File: config.mk
export PLATFORM = sky130hd
export DESIGN_NAME = bmem_line_adapter
export DESIGN_NICKNAME = d
export VERILOG_FILES = /design/src/rtl/bmem_pkg.sv /design/src/rtl/bmem_line_buf.sv /design/src/rtl/bmem_line_adapter.sv
export SDC_FILE = /design/constraint.sdc
export NUM_CORES = 1
export LEC_CHECK = 0
export CORE_AREA = 2 2 385 387
export DETAILED_ROUTE_END_ITERATION = 12
export DIE_AREA = 0 0 387 389
export DONT_BUFFER_PORTS = 1
export MAX_ROUTING_LAYER = met4
export PLACE_DENSITY = 0.3
export SLEW_MARGIN = 20
export SYNTH_ARGS = -nofsm -noshare
export SYNTH_HDL_FRONTEND = slang
export SYNTH_SLANG_ARGS = --single-unit
export TNS_END_PERCENT = 30
File: constraint.sdc
create_clock -name clk -period 5.79 [get_ports clk]
set_clock_uncertainty 0.2 [all_clocks]
set_input_delay 0.8685 -clock clk [delete_from_list [all_inputs] [get_ports clk]]
set_output_delay 0.8685 -clock clk [all_outputs]
set_load 0.005 [all_outputs]
File: src/rtl/bmem_pkg.sv
// Shared types and default geometry for the cache-line to burst-memory adapter.
package bmem_pkg;
  localparam int DEF_ADDR_W = 32;
  localparam int DEF_LINE_W = 256;
  localparam int DEF_BEAT_W = 64;
  localparam int BEATS      = DEF_LINE_W / DEF_BEAT_W;
  localparam int CNT_W      = $clog2(BEATS);
  localparam int OFFSET_W   = $clog2(DEF_LINE_W / 8);

  typedef enum logic [2:0] {IDLE, RD_CMD, RD_BEATS, WR_BEATS, WR_WAIT, DONE} bmem_state_t;
  typedef enum logic [1:0] {OWN_NONE, OWN_I, OWN_D} bmem_owner_t;
endpackage

File: src/rtl/bmem_line_buf.sv
// Line buffer shared by read reassembly and write serialisation, with its beat counter.
module bmem_line_buf import bmem_pkg::*; #(
  parameter int LINE_W = DEF_LINE_W,
  parameter int BEAT_W = DEF_BEAT_W
) (
  input  logic                                clk,
  input  logic                                rst,
  input  logic                                ld,
  input  logic [LINE_W-1:0]                   ld_line,
  input  logic                                st,
  input  logic [BEAT_W-1:0]                   st_beat,
  input  logic                                adv,
  output logic [LINE_W-1:0]                   line,
  output logic [BEAT_W-1:0]                   beat,
  output logic [$clog2(LINE_W/BEAT_W)-1:0]    cnt
);
  localparam int NBEATS = LINE_W / BEAT_W;
  localparam int CW     = $clog2(NBEATS);

  logic [LINE_W-1:0] line_d, line_q;
  logic [CW-1:0]     cnt_d, cnt_q;

  // Counter wraps naturally on the last beat, which is always a state exit.
  always_comb begin
    line_d = line_q;
    cnt_d  = cnt_q;
    if (ld) begin
      line_d = ld_line;
      cnt_d  = '0;
    end else begin
      if (st) line_d[cnt_q*BEAT_W +: BEAT_W] = st_beat;
      if (st || adv) cnt_d = cnt_q + CW'(1);
    end
  end

  always_ff @(posedge clk) begin
    if (rst) begin
      line_q <= '0;
      cnt_q  <= '0;
    end else begin
      line_q <= line_d;
      cnt_q  <= cnt_d;
    end
  end

  assign line = line_q;
  assign beat = line_q[cnt_q*BEAT_W +: BEAT_W];
  assign cnt  = cnt_q;
endmodule

File: src/rtl/bmem_line_adapter.sv
// Arbitrates I/D cache line requests (D first) onto a beat-serial burst memory port.
module bmem_line_adapter import bmem_pkg::*; #(
  parameter int ADDR_W = DEF_ADDR_W,
  parameter int LINE_W = DEF_LINE_W,
  parameter int BEAT_W = DEF_BEAT_W
) (
  input  logic              clk,
  input  logic              rst,
  input  logic [ADDR_W-1:0] i_addr,
  input  logic              i_read,
  output logic [LINE_W-1:0] i_rdata,
  output logic              i_resp,
  input  logic [ADDR_W-1:0] d_addr,
  input  logic              d_read,
  input  logic              d_write,
  input  logic [LINE_W-1:0] d_wdata,
  output logic [LINE_W-1:0] d_rdata,
  output logic              d_resp,
  output logic [ADDR_W-1:0] bmem_address,
  output logic              bmem_read,
  output logic              bmem_write,
  input  logic [BEAT_W-1:0] bmem_rdata,
  output logic [BEAT_W-1:0] bmem_wdata,
  input  logic              bmem_resp
);
  localparam int NBEATS = LINE_W / BEAT_W;
  localparam int CW     = $clog2(NBEATS);
  localparam int OFFW   = $clog2(LINE_W / 8);

  bmem_state_t       state_d, state_q;
  bmem_owner_t       owner_d, owner_q;
  logic [ADDR_W-1:0] addr_d, addr_q;
  logic              wr_d, wr_q;
  logic              wr_ack_d, wr_ack_q;

  logic              buf_ld, buf_st, buf_adv;
  logic [LINE_W-1:0] buf_ld_line, line;
  logic [BEAT_W-1:0] beat;
  logic [CW-1:0]     cnt;
  logic              last_beat;

  logic unused_offs;
  assign unused_offs = ^{i_addr[OFFW-1:0], d_addr[OFFW-1:0]};

  assign last_beat = (cnt == CW'(NBEATS-1));

  bmem_line_buf #(.LINE_W(LINE_W), .BEAT_W(BEAT_W)) u_buf (
    .clk(clk), .rst(rst),
    .ld(buf_ld), .ld_line(buf_ld_line),
    .st(buf_st), .st_beat(bmem_rdata),
    .adv(buf_adv),
    .line(line), .beat(beat), .cnt(cnt)
  );

  always_comb begin
    state_d     = state_q;
    owner_d     = owner_q;
    addr_d      = addr_q;
    wr_d        = wr_q;
    wr_ack_d    = wr_ack_q;
    buf_ld      = 1'b0;
    buf_ld_line = '0;
    buf_st      = 1'b0;
    buf_adv     = 1'b0;
    case (state_q)
      IDLE: begin
        wr_ack_d = 1'b0;
        if (d_write || d_read) begin
          owner_d = OWN_D;
          addr_d  = {d_addr[ADDR_W-1:OFFW], {OFFW{1'b0}}};
          wr_d    = d_write;
          buf_ld  = 1'b1;
          if (d_write) begin
            buf_ld_line = d_wdata;
            state_d     = WR_BEATS;
          end else begin
            state_d     = RD_CMD;
          end
        end else if (i_read) begin
          owner_d = OWN_I;
          addr_d  = {i_addr[ADDR_W-1:OFFW], {OFFW{1'b0}}};
          wr_d    = 1'b0;
          buf_ld  = 1'b1;
          state_d = RD_CMD;
        end
      end
      RD_CMD: state_d = RD_BEATS;
      RD_BEATS: begin
        if (bmem_resp) begin
          buf_st = 1'b1;
          if (last_beat) state_d = DONE;
        end
      end
      WR_BEATS: begin
        buf_adv = 1'b1;
        // Memory may accept the burst early; remember it for WR_WAIT.
        if (bmem_resp) wr_ack_d = 1'b1;
        if (last_beat) state_d = WR_WAIT;
      end
      WR_WAIT: if (bmem_resp || wr_ack_q) state_d = DONE;
      DONE: begin
        state_d = IDLE;
        owner_d = OWN_NONE;
      end
      default: state_d = IDLE;
    endcase
  end

  always_ff @(posedge clk) begin
    if (rst) begin
      state_q  <= IDLE;
      owner_q  <= OWN_NONE;
      addr_q   <= '0;
      wr_q     <= 1'b0;
      wr_ack_q <= 1'b0;
    end else begin
      state_q  <= state_d;
      owner_q  <= owner_d;
      addr_q   <= addr_d;
      wr_q     <= wr_d;
      wr_ack_q <= wr_ack_d;
    end
  end

  always @(posedge clk)
    if (!rst && bmem_resp)
      assert (state_q == RD_BEATS || state_q == WR_BEATS || state_q == WR_WAIT);

  // Outputs decode registered state only; bmem_rdata never reaches the caches combinationally.
  assign bmem_address = addr_q;
  assign bmem_read    = (state_q == RD_CMD);
  assign bmem_write   = (state_q == WR_BEATS);
  assign bmem_wdata   = bmem_write ? beat : '0;
  assign i_resp       = (state_q == DONE) && (owner_q == OWN_I);
  assign d_resp       = (state_q == DONE) && (owner_q == OWN_D);
  assign i_rdata      = i_resp ? line : '0;
  assign d_rdata      = (d_resp && !wr_q) ? line : '0;
endmodule
# Word level (Yosys, flattened, before mapping)
# Cells that the tools add are included.
# totals
wordCells	75
n_memories	0
input_bits	390
reg_bits	297
rom_bits	0
ram_bits	0
latch_bits	0
out_inout_bits	612
# classes
n_addsub	2
bitwise	0
n_lt_le_gt_ge	0
shifts	3
div_mod_pow	0
eq_ne	14
n_mux	32
n_mul	0
n_reduce_logical	17
# ops
op	n
256-bit two-way mux	7
256-bit bitwise mux	1
64-bit by 34-bit variable shift with 256-bit output, first input constant	1
256-bit by 9-bit variable part select with 64-bit output	1
64-bit by 34-bit variable part select with 256-bit output	1
32-bit two-way mux	2
64-bit two-way mux	1
8-bit negation with 34-bit output	1
3-bit two-way mux	6
3-bit one-hot mux with 5 select lines	1
1-bit two-way mux	9
2-bit nonzero test	4
3-bit by 2-bit == test with 1-bit output, second input constant	2
3-bit == test, second input constant	2
2-bit two-way mux	3
2-bit inequality test, second input constant	3
2-bit AND reduction	3
5-bit AND reduction	1
2-bit == test, second input constant	2
2-bit by 1-bit inequality test with 1-bit output, second input constant	2
2-bit one-hot mux with 2 select lines	1
3-bit by 1-bit == test with 1-bit output, second input constant	1
1-bit logical AND	3
3-bit zero test	1
7 further kinds	9

# Depth between registers and ports, before layout
# logic_depth
depth_word	5
ltp_mapped	10
mapped_depth_nobuf	6

# By module
# From an unflattened synthesis, not the netlist that was laid out.
# hier_totals
cells_unflattened	2435
area_unflattened_um2	19859.0
# modules_own_cells
module	area_per_inst_um2	cells_each	seq_area_each_um2	instances
bmem_line_buf	12413.2	1272	5165.0	1
bmem_line_adapter	7445.9	1163	680.7	1

# Worst setup path before layout
# Ideal clock, no wire load.
# synth_timing
kind	flip-flop to flip-flop
startpoint	register u_buf.cnt_q[1] (netlist: u_buf.cnt[1])
endpoint	register u_buf.line_q[206] (netlist: u_buf.line[206])
period_less_slack_ns	3.089
setup_slack_ns	2.701
arrival_time_ns	2.814
n_path_buf	4
stages_incl_launch_ff	11
setup_ns	0.074
cell_sequence	dfxtp_1 > clkbuf_1 > buf_1 > inv_1 > ha_1 > clkbuf_1 > nand2b_1 > a2111oi_4 > buf_6 > a221oi_2 > nor3_2
# synth_between
elab_chain_len	5
word_cells_on_any_way	6
cone_classes	add/sub (1); shift (2); mux (3)
# synth_lines
element	line_no	source
start, declared	bmem_line_buf.sv:21	logic [CW-1:0] cnt_d, cnt_q;
start signal, assigned	bmem_line_buf.sv:42	cnt_q <= cnt_d;
8-bit negation with 34-bit output (*)	bmem_line_buf.sv:31	if (st) line_d[cnt_q*BEAT_W +: BEAT_W] = st_beat;
64-bit by 34-bit variable part select with 256-bit output or 64-bit by 34-bit variable shift with 256-bit output (tied branches)	bmem_line_buf.sv:31	
256-bit bitwise mux (*)	bmem_line_buf.sv:31	
256-bit two-way mux (*)	bmem_line_buf.sv:31	
256-bit two-way mux (*)	bmem_line_buf.sv:27	if (ld) begin
end signal, assigned	bmem_line_buf.sv:41	line_q <= line_d;
end, declared	bmem_line_buf.sv:20	logic [LINE_W-1:0] line_d, line_q;
# Mark *: on every way between the ends. The rest lies on a longest branch, timed or not. The select of a mux whose other input is x is not followed.
# A chain may end at the register's enable or synchronous reset.

# Worst setup path after layout
# layout_timing
startpoint	register state_q[2]
endpoint	output d_rdata[222]
# layout_between
elab_chain_len	4
# layout_lines
element	line_no	source
start, declared	bmem_line_adapter.sv:30	bmem_state_t state_d, state_q;
start signal, assigned	bmem_line_adapter.sv:117	state_q <= state_d;
3-bit == test	bmem_line_adapter.sv:135	assign d_resp = (state_q == DONE) && (owner_q == OWN_D);
1-bit logical AND	bmem_line_adapter.sv:135	
net d_resp	bmem_line_adapter.sv:18	output logic d_resp,
1-bit logical AND	bmem_line_adapter.sv:137	assign d_rdata = (d_resp && !wr_q) ? line : '0;
256-bit two-way mux	bmem_line_adapter.sv:137	
end, declared	bmem_line_adapter.sv:17	output logic [LINE_W-1:0] d_rdata,
# The timed path passes the listed nets, and every way through them passes these cells.

==> results.py <==
metrics = {
    "sta": {
        "worst_pin_slew_ns": 1.147,
        "clock.fmax_mhz": 217.2,
        "setup_tns_ns": 0,
        "worst_slack_ns": 1.186,
        "finalSetupViolations": 0,
        "drv_slew": 0,
        "timing.final.crit_share_pct": 79.51,
        "hold_violations": 0,
        "max_slew_margin_pct": 23.51,
        "rsz0062_at_grt": "no",
        "layout_min_cycle_time_ns": 4.604,
    },
    "floorplanning": {
        "start_util_pct": 13.03,
        "die_area_sq_mm": 0.1505,
        "die-height_um": 389,
        "die_w_um": 387,
        "ios": 1002,
        "core_area_sq_mm": 0.1466,
        "rows": 141,
    },
    "critical_path": {
        "max_stage_delay_ns": 0.65,
        "worstPathCellList": "nand3b_1 -> nor3b_1 -> nor2b_4 -> buf_4 -> and2_1",
        "crit_type": "flop to output port",
        "critPathMaxFanout": 116,
        "end_kind": "output port",
        "required_ns": 4.72,
        "r2r_slack_ns": 1.96,
        "cp-start-kind": "flop",
        "arrival_ns": 3.54,
        "crit_slowest_cell": "dfxtp_1",
    },
    "route": {
        "via_count": 16545,
        "drc": 0,
        "wl_per_cell_um": 28.68,
        "drtAntennaViolNets": 0,
        "vias_per_cell": 4.207,
        "routed_wl_um": 112800,
        "drt_iter0_markers": 990,
        "firstDrtPassIters": 5,
    },
    "pwr": {
        "peakVddDrop_mv": 0.1552,
        "leakage_uw": 0.007368,
        "p_per_area_mw_per_mm2": 304.1,
        "clockPowerShare_pct": 40.1,
        "internal_power_uw": 4387,
        "netSwitchingPower_uw": 2366,
        "p_seq_share_pct": 39.5,
        "p_sw_share_pct": 35.03,
        "comb_power_share_pct": 20.4,
    },
    "place": {
        "place_area_sq_mm": 0.02078,
        "hpwl_um": 79910,
        "portBuffers": 0,
        "place_ws_ns": 1.644,
        "gp_congestion": 0.8079,
    },
    "clocking": {
        "cts-htree-levels": 2,
        "clk_pin_slew_ns": 0.06,
        "postCtsSetupBuffers": 0,
        "cts_tree": "done",
        "cts_made_buffers": 42,
        "root_buffer": "clkbuf_16",
        "cts_hold_buf": 0,
        "clockBufferDepth": 3,
        "cts_resized": 0,
        "clk_latency_ns": 0.59,
        "clock-sinks": 292,
    },
    "yosys": {
        "netlist_area_sq_mm": 0.01910,
        "ys_seq_area_share_pct": 30.61,
        "syn-instance-count": 2121,
        "ys_types": 40,
        "async_flop_share_pct": 0,
        "syn_avg_cell_area_sq_um": 9.004,
        "synth_ff_type": "dfxtp_1",
        "synth-edff-count": 0,
        "synth.top_cell.area_share_pct": 30.61,
        "synth_compound_area_share_pct": 15.93,
        "synthMuxAreaShare_pct": 7.757,
        "synth_commonest_cells": "577 x and2_1, 293 x nor2_1, 292 x dfxtp_1, 240 x nor3_2, 226 x a221oi_1",
        "yosysWarnings": 0,
        "synth-seq-cells": 292,
        "synth_xor_area_share_pct": 0.04586,
        "ys_top_cells_by_area": "dfxtp_1 31%, and2_1 19%, nor3_2 13%",
        "synthMostInstantiatedCell": "and2_1",
        "synthSimpleGateAreaFrac_pct": 38.96,
        "yosysTopAreaCell": "dfxtp_1",
        "synth_top_family_by_area": "simple AND/OR/NAND/NOR gates",
        "synth_fa_ha_area_share_pct": 0.3276,
    },
    "global_routing": {
        "overflow": 0,
        "grt_pass1_vias": 16285,
        "grt_usage_pct": 14.67,
        "grt_max_degree": 293,
        "antenna_found_initial": 23,
        "grt_pass1_wl_um": 150900,
    },
    "run_status": {
        "status": "completed",
    },
    "cells_and_area": {
        "final_cell_area_sq_mm": 0.02220,
        "final_net_count": 2356,
        "drive_gt1_share_pct": 22.88,
        "area.growth.synth_to_final_pct": 16.26,
    },
    "hold_path": {
        "hold_path_class": "input port to flop",
    },
    "flow_run": {
        "maxCapViolCount": 0,
    },
}
[power groups by stage]
stage / combinational (uW) / sequential (uW) / clock, uW
after floorplan: 1090 / 2440 / 0
after global placement: 1390 / 2720 / 0
after detailed placement: 1400 / 2720 / 0
after CTS: 1400 / 2680 / 2820
after global routing: 1520 / 2700 / 2880
final: 1380 / 2660 / 2710
[through the flow]
step	hold slack (ns)	std cells	utilization (%)	power, uW
5_1_grt	0.09455	3927	15.13	7095
4_1_cts	0.1221	3923	15.13	6906
3_5_place_dp	0.2902	3847	14.18	4124
2_1_floorplan	0.2570	2125	-	3531
6_report	0.1693	3933	15.14	6752
3_3_place_gp	0.2932	3847	14.18	4107
[cells by family (layout without fill, tap and decap cells)]
group / after synthesis / in the layout
mux: 68 / 68
flops: 292 / 292
compound gates: 331 / 331
xor+xnor: 1 / 1
other cells: 1 / 15
fa+ha+maj: 5 / 5
simple gates: 1176 / 1176
buf+inv: 247 / 115
[cells in the final DEF (no fill, tap or decap), types with 7 or more instances in the layout]
master,netlist,final
clkbuf_16,0,45
o21ai_0,30,30
clkinv_2,0,7
clkbuf_8,0,8
buf_4,6,28
a221oi_1,226,226
nor3_2,240,240
nor2_1,293,292
and2_1,577,576
mux4_2,64,64
a221oi_2,30,30
clkbuf_1,154,12
dfxtp_1,292,290
a311oi_1,27,27
nand2_1,32,32
buf_12,0,8
nor3_1,20,20
diode_2,0,10
[flip-flops by register name, summed over array words and instances (netlist names)]
signal        flops
u_buf.line      256
u_buf.cnt         2
state_q           3
wr_q              1
wr_ack_q          1
bmem_address     27
owner_q           2
[cell type report]
class	count	area (sq um)
timing repair buffer	36	370.4
sequential	292	5853
inverter	3	11.26
antenna	10	25.02
clock inverter	11	112.6
tap	1930	2415
clock buffer	65	1281
multi-input combinational	1586	12130
fill	16559	124400
[final timing paths]
path                            cells past startpoint          from              end
worst min register to register                      2      wr_ack_q         wr_ack_q
worst min-delay path                                1           rst  u_buf.line[253]
worst max register to register                      7  u_buf.cnt[0]  u_buf.line[242]
worst max-delay path                                5    state_q[2]     d_rdata[222]
[layer usage]
| layer | up-vias | wire, um | track usage (%) |
|---|---|---|---|
| met1 | 8439 | 48850 | 18.23 |
| met2 | 707 | 54910 | 24.14 |
| met3 | 106 | 6490 | 2.905 |
| li1 | 7293 | - | - |
| met5 | - | 0 | - |
| met4 | 0 | 2554 | 3.943 |
[worst max-delay path: cells and delay by family (launching register included)]
family	cells	cell delay, ns
buf+inv	1	0.63
flops	1	0.65
simple gates	4	1.45
Power figures use the tool's default switching activity.
